File: config.mk
export PLATFORM = sky130hd
export DESIGN_NAME = ccff_chain_loader
export DESIGN_NICKNAME = d
export VERILOG_FILES = /design/src/rtl/ccff_chain_loader.sv
export SDC_FILE = /design/constraint.sdc
export NUM_CORES = 1
export LEC_CHECK = 0
export ABC_AREA = 1
export ABC_CLOCK_PERIOD_IN_PS = 2700
export CAP_MARGIN = 5
export CORE_MARGIN = 4
export CORE_UTILIZATION = 40
export DETAILED_ROUTE_END_ITERATION = 10
export GPL_ROUTABILITY_DRIVEN = 0
export SKIP_LAST_GASP = 1
export SLEW_MARGIN = 15
export SYNTH_ARGS = -nofsm -noshare
export SYNTH_HDL_FRONTEND = slang
export SYNTH_SLANG_ARGS = --single-unit
File: constraint.sdc
create_clock -name prog_clk -period 2.7 [get_ports prog_clk]
set_clock_uncertainty 0.05 [all_clocks]
set_input_delay 0.405 -clock prog_clk [delete_from_list [all_inputs] [get_ports prog_clk]]
set_output_delay 0.405 -clock prog_clk [all_outputs]
set_load 0.02 [all_outputs]
File: src/rtl/ccff_chain_loader.sv
// ---------------------------------------------------------------------------
// ccff_chain_loader
//
// Loads the IO-tile configuration flip-flop chain. Bitstream words arrive on
// a valid/ready stream and are serialised LSB first onto ccff_head, with
// ccff_shift_en qualifying the external chain clock gate. Exactly CHAIN_LEN
// bits are shifted per pass; surplus bits in the final word are dropped.
// An optional verify pass re-shifts the same stream while comparing the bit
// leaving the chain tail with the bit being driven into the head.
//
// Ports
//   prog_clk       programming clock, all state on the rising edge
//   prog_reset     asynchronous active-high reset
//   start          pulse, begins a load (accepted only in IDLE or DONE)
//   verify_en      sampled with start: follow the load with a verify pass
//   abort          pulse, return to IDLE from any state (beats start/shift)
//   word_data      bitstream word, consumed LSB first
//   word_valid     word_data is valid
//   word_ready     word accepted on valid & ready
//   ccff_head      registered serial bit into the chain head
//   ccff_shift_en  registered chain advance enable, aligned with ccff_head
//   ccff_tail      serial bit out of the chain tail
//   busy           high in LOAD or VERIFY
//   done           one-cycle pulse when the final pass completes
//   verify_fail    sticky mismatch flag, cleared on an accepted start
//   mismatch_cnt   mismatches seen in the last verify pass, saturating
// ---------------------------------------------------------------------------
module ccff_chain_loader #(
  parameter  int CHAIN_LEN = 40,
  parameter  int WORD_W    = 8,
  localparam int CNT_W     = $clog2(CHAIN_LEN + 1)
) (
  input  logic              prog_clk,
  input  logic              prog_reset,
  input  logic              start,
  input  logic              verify_en,
  input  logic              abort,
  input  logic [WORD_W-1:0] word_data,
  input  logic              word_valid,
  output logic              word_ready,
  output logic              ccff_head,
  output logic              ccff_shift_en,
  input  logic              ccff_tail,
  output logic              busy,
  output logic              done,
  output logic              verify_fail,
  output logic [CNT_W-1:0]  mismatch_cnt
);

  // Bits still waiting in the word register after the one shifted at accept.
  localparam int WB_W = $clog2(WORD_W + 1);

  typedef enum logic [1:0] {
    IDLE   = 2'd0,
    LOAD   = 2'd1,
    VERIFY = 2'd2,
    DONE   = 2'd3
  } state_t;

  state_t            state_q, state_d;
  logic [WORD_W-1:0] word_q;
  logic [WB_W-1:0]   bits_rem_q;
  logic [CNT_W-1:0]  bit_cnt_q;
  logic              verify_lat_q;
  logic              head_q;
  logic              shift_en_q;
  logic              done_q;
  logic              verify_fail_q;
  logic [CNT_W-1:0]  mismatch_q;

  // Combinational control
  logic              in_pass;
  logic              pass_full;
  logic              ready_c;
  logic              accept;
  logic              shift_from_reg;
  logic              do_shift;
  logic              next_bit;
  logic              start_acc;
  logic              mismatch;
  logic [WB_W-1:0]   take_m1;
  int                chain_left;

  // -------------------------------------------------------------------------
  // State register
  // -------------------------------------------------------------------------
  // NOTE: sequential state uses non-blocking assignments so every flop
  // samples pre-edge values regardless of process evaluation order.
  always_ff @(posedge prog_clk or posedge prog_reset) begin
    if (prog_reset) begin
      state_q <= IDLE;
    end else begin
      state_q <= state_d;
    end
  end

  // -------------------------------------------------------------------------
  // Next state and control strobes
  // -------------------------------------------------------------------------
  // NOTE: every signal written here gets a default first, so no path through
  // the block leaves a value unassigned and no latch is inferred.
  always_comb begin
    state_d        = state_q;
    in_pass        = (state_q == LOAD) || (state_q == VERIFY);
    pass_full      = (bit_cnt_q == CNT_W'(CHAIN_LEN));
    start_acc      = 1'b0;
    take_m1        = '0;
    chain_left     = CHAIN_LEN - int'(bit_cnt_q);

    // The word register counts as empty once its last bit has been driven;
    // the next word is then taken and its LSB driven in the same edge, which
    // keeps the chain advancing every cycle while words keep coming.
    ready_c        = in_pass && (bits_rem_q == '0) && !pass_full && !abort;
    accept         = ready_c && word_valid;
    shift_from_reg = in_pass && (bits_rem_q != '0) && !abort;
    do_shift       = shift_from_reg || accept;
    next_bit       = shift_from_reg ? word_q[0] : word_data[0];

    // A word never contributes more bits than the chain still needs, so the
    // tail of an oversized final word is never shifted.
    if (chain_left >= WORD_W) begin
      take_m1 = WB_W'(WORD_W - 1);
    end else begin
      take_m1 = WB_W'(chain_left - 1);
    end

    // The chain tail is only meaningful on cycles where the chain advances.
    mismatch = (state_q == VERIFY) && shift_en_q && !abort &&
               (ccff_tail != head_q);

    if (abort) begin
      state_d = IDLE;
    end else begin
      unique case (state_q)
        IDLE, DONE: begin
          if (start) begin
            state_d   = LOAD;
            start_acc = 1'b1;
          end
        end
        // pass_full means the last bit is on ccff_head this cycle; leaving
        // now puts done one cycle after the final shift.
        LOAD: begin
          if (pass_full) begin
            state_d = verify_lat_q ? VERIFY : DONE;
          end
        end
        VERIFY: begin
          if (pass_full) begin
            state_d = DONE;
          end
        end
        default: state_d = IDLE;
      endcase
    end
  end

  // -------------------------------------------------------------------------
  // Datapath
  // -------------------------------------------------------------------------
  always_ff @(posedge prog_clk or posedge prog_reset) begin
    if (prog_reset) begin
      word_q        <= '0;
      bits_rem_q    <= '0;
      bit_cnt_q     <= '0;
      verify_lat_q  <= 1'b0;
      head_q        <= 1'b0;
      shift_en_q    <= 1'b0;
      done_q        <= 1'b0;
      verify_fail_q <= 1'b0;
      mismatch_q    <= '0;
    end else begin
      shift_en_q <= do_shift;
      done_q     <= (state_d == DONE) && (state_q != DONE);

      // ccff_head only changes on a real shift, so it holds through stalls.
      if (do_shift) begin
        head_q <= next_bit;
      end

      if (abort) begin
        word_q     <= '0;
        bits_rem_q <= '0;
      end else if (shift_from_reg) begin
        word_q     <= word_q >> 1;
        bits_rem_q <= bits_rem_q - WB_W'(1);
      end else if (accept) begin
        word_q     <= word_data >> 1;
        bits_rem_q <= take_m1;
      end

      // Both passes count chain positions from zero so that position k of
      // the verify pass lines up with position k of the load pass.
      if (start_acc || (state_q == LOAD && state_d == VERIFY)) begin
        bit_cnt_q <= '0;
      end else if (do_shift) begin
        bit_cnt_q <= bit_cnt_q + CNT_W'(1);
      end

      if (start_acc) begin
        verify_lat_q  <= verify_en;
        verify_fail_q <= 1'b0;
        mismatch_q    <= '0;
      end else if (mismatch) begin
        verify_fail_q <= 1'b1;
        if (mismatch_q != CNT_W'(CHAIN_LEN)) begin
          mismatch_q <= mismatch_q + CNT_W'(1);
        end
      end
    end
  end

  // -------------------------------------------------------------------------
  // Outputs
  // -------------------------------------------------------------------------
  assign word_ready    = ready_c;
  assign ccff_head     = head_q;
  assign ccff_shift_en = shift_en_q;
  assign busy          = in_pass;
  assign done          = done_q;
  assign verify_fail   = verify_fail_q;
  assign mismatch_cnt  = mismatch_q;

endmodule
==> impl_metrics.json, run 1 <==
{
  "outcome": "complete, no violations",
  "setup_slack_ns": 0.429,
  "fin_crit_sh_pct": 84.1,
  "r2r.worst_path.cells": 7,
  "worstSetupStartpoint": "state_q[0]$_DFF_PP0_",
  "wl_per_cell_um": 12.1,
  "grt_pass1_wl_um": 6240,
  "slowest_stage": "clkdlybuf4s50_1",
  "async_flop_share_pct": 100,
  "clock_sinks": 30,
  "startpoint_type": "flop",
  "wl_um": 3740,
  "hpwl_um": 2790,
  "crit_fanout": 4,
  "cts_tree": "built",
  "cts_made_buffers": 5,
  "path_clk_slew_ns": 0.06,
  "maxCapViolations": 0,
  "syn_to_final_growth_pct": 20.1,
  "yosys.cell_types.count": 39,
  "required_ns": 2.25,
  "slowest_delay_ns": 0.62,
  "netlist_instances": 225,
  "io_pins": 27,
  "drive_above_1_share_pct": 15.2,
  "dieArea_um2": 5950,
  "grt_start_max_net_pins": 31,
  "irDropWorstVdd_mv": 0.471,
  "drtAntennaViolNets": 0,
  "final_hold_viol_count": 0,
  "grt.overflow.total": 0,
  "htreeDepth": 2,
  "worstHoldPathType": "flop to flop",
  "finalSetupTns_ns": 0,
  "holdBufCountCts": 0,
  "setup_viol": 0,
  "power_density_nw_per_um2": 830,
  "final_cell_mix": "nand2_1 (46), dfrtp_1 (30), inv_1 (26)",
  "layout_commonest_cell": "nand2_1",
  "path_cells": "inv_1 -> ha_1 -> inv_2 -> clkdlybuf4s50_1",
  "core.rowCount": 24,
  "fmax_mhz": 440,
  "reg2reg_to": "bit_cnt_q[4]$_DFFE_PP0P_",
  "stdcell_area_um2": 2290,
  "tightest_slew_ns": 0.395,
  "port_buffers": 26,
  "firstDrtPassIters": 4,
  "fillCellCount": 440,
  "r2r_start": "state_q[0]$_DFF_PP0_",
  "cts-root-buf": "clkbuf_8",
  "die_x_um": 77.1,
  "viasPerCell": 4.85,
  "place_ws_ns": 0.267,
  "synth-main-ff-cell": "dfrtp_1",
  "rsz0062_at_grt": "no",
  "cts_buffer_depth": 2,
  "grt_pass1_vias": 1361,
  "initial_core_util_pct": 42.7,
  "die_y_um": 77.1,
  "worstHoldEndpoint": "bits_rem_q[2]$_DFFE_PP0P_",
  "synth_seq_cells": 30,
  "avgSynthCellArea_um2": 8.49,
  "min_from": "bits_rem_q[2]$_DFFE_PP0P_",
  "total_power_uw": 1900,
  "endpoint_kind": "output port",
  "synth.cell_area_um2": 1910,
  "insertion_delay_ns": 0.28,
  "crit_buf_inv": 3,
  "num_antenna_cells": 0,
  "r2r_slack_ns": 0.74,
  "antenna_found_initial": 0,
  "min_period_ns": 2.27,
  "yosysWarnings": 0,
  "yosysSeqAreaShare_pct": 39.3,
  "critPathTopFamily": "buffers and inverters",
  "drcViolationCount": 0,
  "fin_util_pct": 51.3,
  "dr.first_iter.drc_count": 35,
  "synth_edf_count": 0,
  "layout.nets": 280,
  "coreArea_um2": 4470,
  "p_leak_uw": 0.00108,
  "slew_headroom_pct": 73.7,
  "placed_area_um2": 2200,
  "holdPathStages": 2,
  "cts_setup_buffers": 0,
  "track_usage_pct": 13.0,
  "cp.arrival_ns": 1.82,
  "syn-num-nets": 249,
  "critPathKind": "flop to output port",
  "maxSlewViolCount": 0,
  "num_vias": 1500
}
## worst max path at each step
stage	end	slack (ns)	cells past startpoint
after CTS	word_ready	0.04	7
after global placement	word_ready	0.27	6
final	busy	0.43	4
after global routing	word_ready	0.34	7
after floorplan	word_ready	0.86	6
after detailed placement	word_ready	0.27	6
## layout make-up
type / count / area, um^2 / share of cell area [%]
timing repair buffer: 27 / 270 / 11.8
inverter: 33 / 133 / 5.78
tap: 52 / 65.1 / 2.84
clock buffer: 7 / 86.3 / 3.76
clock inverter: 1 / 5.00 / 0.218
multi-input combinational: 159 / 985 / 42.9
sequential: 30 / 751 / 32.7
## per-stage QoR
| step | hold WS [ns] | std cells |
|---|---|---|
| after global placement | 0.422 | 301 |
| after floorplan | 0.393 | 225 |
| after detailed placement | 0.421 | 301 |
| after global routing | 0.440 | 309 |
| final | 0.426 | 309 |
| after CTS | 0.435 | 309 |
## kinds of logic (layout without fill, tap and decap cells)
kind of cell	after synthesis	in the layout	synth area share (%)
AOI/OAI and AO/OA	34	34	11.5
xor gates and xnor gates	7	7	3.60
adders and majority gates	9	9	5.89
buffers and inverters	36	68	9.17
DFF	30	30	39.3
and+or+nand+nor	109	109	30.6
## worst reg2reg max path: stages (launching register included)
cell and delay [ns]:
dfrtp_1 0.39, inv_1 0.06, ha_1 0.34, nand2_1 0.09
nor2_1 0.29, clkinv_1 0.36, nand2_4 0.22, nor2_1 0.06
## sequential cells by signal (all words and copies together), names as in the netlist, 2 cells and up
signal,flops
word_q,7
bit_cnt_q,6
mismatch_cnt,6
bits_rem_q,4
state_q,2
## synth_stat cells, types with 3 or more instances
cell / count / area, um^2
xor2_1: 4 / 35.0
nand2_4: 3 / 33.8
nor2_1: 19 / 71.3
dfrtp_1: 30 / 751
o21ai_0: 11 / 55.1
inv_1: 26 / 97.6
ha_1: 9 / 113
nor3_1: 3 / 15.0
nor2_4: 3 / 33.8
o22ai_1: 6 / 37.5
nand2_1: 46 / 173
inv_2: 4 / 15.0
nand4_1: 3 / 18.8
nand2_2: 3 / 18.8
nand3_1: 16 / 80.1
a21oi_1: 8 / 40.0
nand3_2: 3 / 30.0
## what timing repair did
item                                   CTS  global route
setup endpoints to repair                0             1
gates resized for setup                  0             1
endpoints found under the hold margin    0             0
## power breakdown
group | total (uW) | internal [uW] | switching [uW]
combinational | 899 | 346 | 553
clock | 374 | 205 | 169
sequential | 631 | 559 | 71.5
## metal layers
metal / vias to the layer above / share of wire [%] / track usage, %
li1: 787 / - / -
met1: 688 / 49 / 16.8
met2: 21 / 46 / 20.3
met3: 4 / 4.4 / 3.40
met4: 0 / 1.2 / 5.87
met5: - / 0 / 0
Note: power is estimated with default switching activity, not from simulation.
==> inputs of run 2 (changes only) <==
- ABC_CLOCK_PERIOD_IN_PS: 2700 -> 2009
- clock period: 2.7 -> 2.01 ns (I/O delays scaled with it)
==> run 2 against run 1 <==
Die area did not move. Wire length rose by 5.5%. Via count rose by 3.4%. Clock-buffer cell count did not move. Power rose by 43%. Critical path depth rose by 3. Critical path type unchanged. Critical endpoint is now word_ready.
==> impl_metrics.json, run 2 (synthesis results as in run 1) <==
{
  "worstHoldPathType": "input port to asynchronous set/reset pin",
  "maxSlewViolCount": 0,
  "track_usage_pct": 14.7,
  "required_ns": 1.66,
  "r2r_slack_ns": 0.21,
  "layout.nets": 298,
  "cts-root-buf": "clkbuf_8",
  "p_int_uw": 1620,
  "final_cell_mix": "nand2_1 (46), dfrtp_1 (30), inv_1 (26)",
  "stdcell_area_um2": 2420,
  "drive_above_1_share_pct": 21.1,
  "path_clk_slew_ns": 0.07,
  "drtAntennaViolNets": 0,
  "die_y_um": 77.1,
  "wl_per_cell_um": 12.1,
  "power_density_nw_per_um2": 1120,
  "startpoint_type": "flop",
  "top_register": "word_q",
  "hpwl_um": 2980,
  "holdBufCountCts": 0,
  "irDropWorstVdd_mv": 0.726,
  "num_vias": 1551,
  "placed_area_um2": 2340,
  "total_power_uw": 2720,
  "p_leak_uw": 0.00116,
  "fmax_mhz": 528,
  "grt_start_max_net_pins": 31,
  "clkPwrFrac_pct": 18.6,
  "grt_pass1_vias": 1560,
  "fin_util_pct": 54.2,
  "firstDrtPassIters": 4,
  "num_antenna_cells": 0,
  "worstSetupStartpoint": "state_q[0]$_DFF_PP0_",
  "rsz0062_at_grt": "no",
  "p_sw_uw": 1100,
  "maxCapViolations": 0,
  "critPathKind": "flop to output port",
  "grt.overflow.total": 0,
  "slew_headroom_pct": 73.5,
  "endpoint_kind": "output port",
  "cts_tree": "built",
  "endpoint": "word_ready",
  "r2r.worst_path.cells": 7,
  "crit_fanout": 2,
  "pwr-share-comb_pct": 51.5,
  "largest_reg_flops": 7,
  "htreeDepth": 2,
  "layout_commonest_cell": "nand2_1",
  "io_pins": 27,
  "p_seq_share_pct": 30.0,
  "syn_to_final_growth_pct": 26.8,
  "min_period_ns": 1.89,
  "coreArea_um2": 4470,
  "dr.first_iter.drc_count": 50,
  "cts_made_buffers": 5,
  "reg2reg_to": "mismatch_cnt[0]$_DFFE_PP0P_",
  "wl_um": 3950,
  "outcome": "complete, no violations",
  "clock_sinks": 30,
  "cp.arrival_ns": 1.54,
  "insertion_delay_ns": 0.28,
  "tightest_slew_ns": 0.398,
  "timing.hold.ws_ns": 0.350,
  "initial_core_util_pct": 42.7,
  "port_buffers": 26,
  "drcViolationCount": 0,
  "p_sw_share_pct": 40.5,
  "dieArea_um2": 5950,
  "setup_viol": 0,
  "cts_buffer_depth": 2,
  "finalSetupTns_ns": 0,
  "r2r_start": "state_q[1]$_DFF_PP0_",
  "die_x_um": 77.1,
  "viasPerCell": 4.74,
  "final_hold_viol_count": 0,
  "grt_pass1_wl_um": 6980,
  "core.rowCount": 24,
  "antenna_found_initial": 0,
  "fin_crit_sh_pct": 94.2
}
## run 2: critical path, stage by stage (launching register included)
cell and delay [ns]:
dfrtp_1 0.34, inv_1 0.05, ha_1 0.31, inv_2 0.07
nand2_2 0.07, nor2_4 0.13, and2_1 0.15, buf_4 0.14
## run 2: through the flow
stage	cells	setup slack, ns
floorplan	225	0.189
global placement	319	-0.0991
detailed placement	319	-0.0968
CTS	327	-0.0975
global route	327	0.000455
finish	327	0.116
## run 2: area by class of cell
cell class / instances / area (um^2)
repair buffers: 45 / 399
clock buffers: 7 / 86.3
flip-flops and latches: 30 / 751
clock inverters: 1 / 5.00
well taps: 52 / 65.1
multi-input cells: 159 / 985
inverters: 33 / 133
fillers: 434 / 2050
## run 2: repair_timing
item                                    CTS  global route
gates resized for setup                   2             4
setup buffers                             0             0
endpoints found under the setup margin    2             1
gates cloned                              0             0
## run 2: metal layers
metal  share of wire (%)  global-route usage, %  vias up
li1                    -                      -      832
met5                   0                      0        -
met4                 1.6                   5.34        0
met2                  46                   23.7       23
met3                 4.5                   3.40        7
met1                  48                   19.2      689
## run 2: how the worst min path moves through the flow
stage,startpoint,slack (ns),to
6_report,prog_reset,0.35,state_q[0]$_DFF_PP0_
5_1_grt,prog_reset,0.38,mismatch_cnt[0]$_DFFE_PP0P_
4_1_cts,prog_reset,0.36,bit_cnt_q[2]$_DFFE_PP0P_
3_5_place_dp,word_q[6]$_DFFE_PP0P_,0.41,word_q[6]$_DFFE_PP0P_
3_3_place_gp,word_q[6]$_DFFE_PP0P_,0.41,word_q[6]$_DFFE_PP0P_
2_1_floorplan,prog_reset,0.34,bit_cnt_q[0]$_DFFE_PP0P_
## run 2: power groups by stage
stage | logic [uW] | clock network [uW] | registers (uW)
6_report | 1400 | 505 | 815
5_1_grt | 1580 | 544 | 835
4_1_cts | 1420 | 526 | 817
3_5_place_dp | 1430 | 0 | 828
3_3_place_gp | 1420 | 0 | 825
2_1_floorplan | 945 | 0 | 869
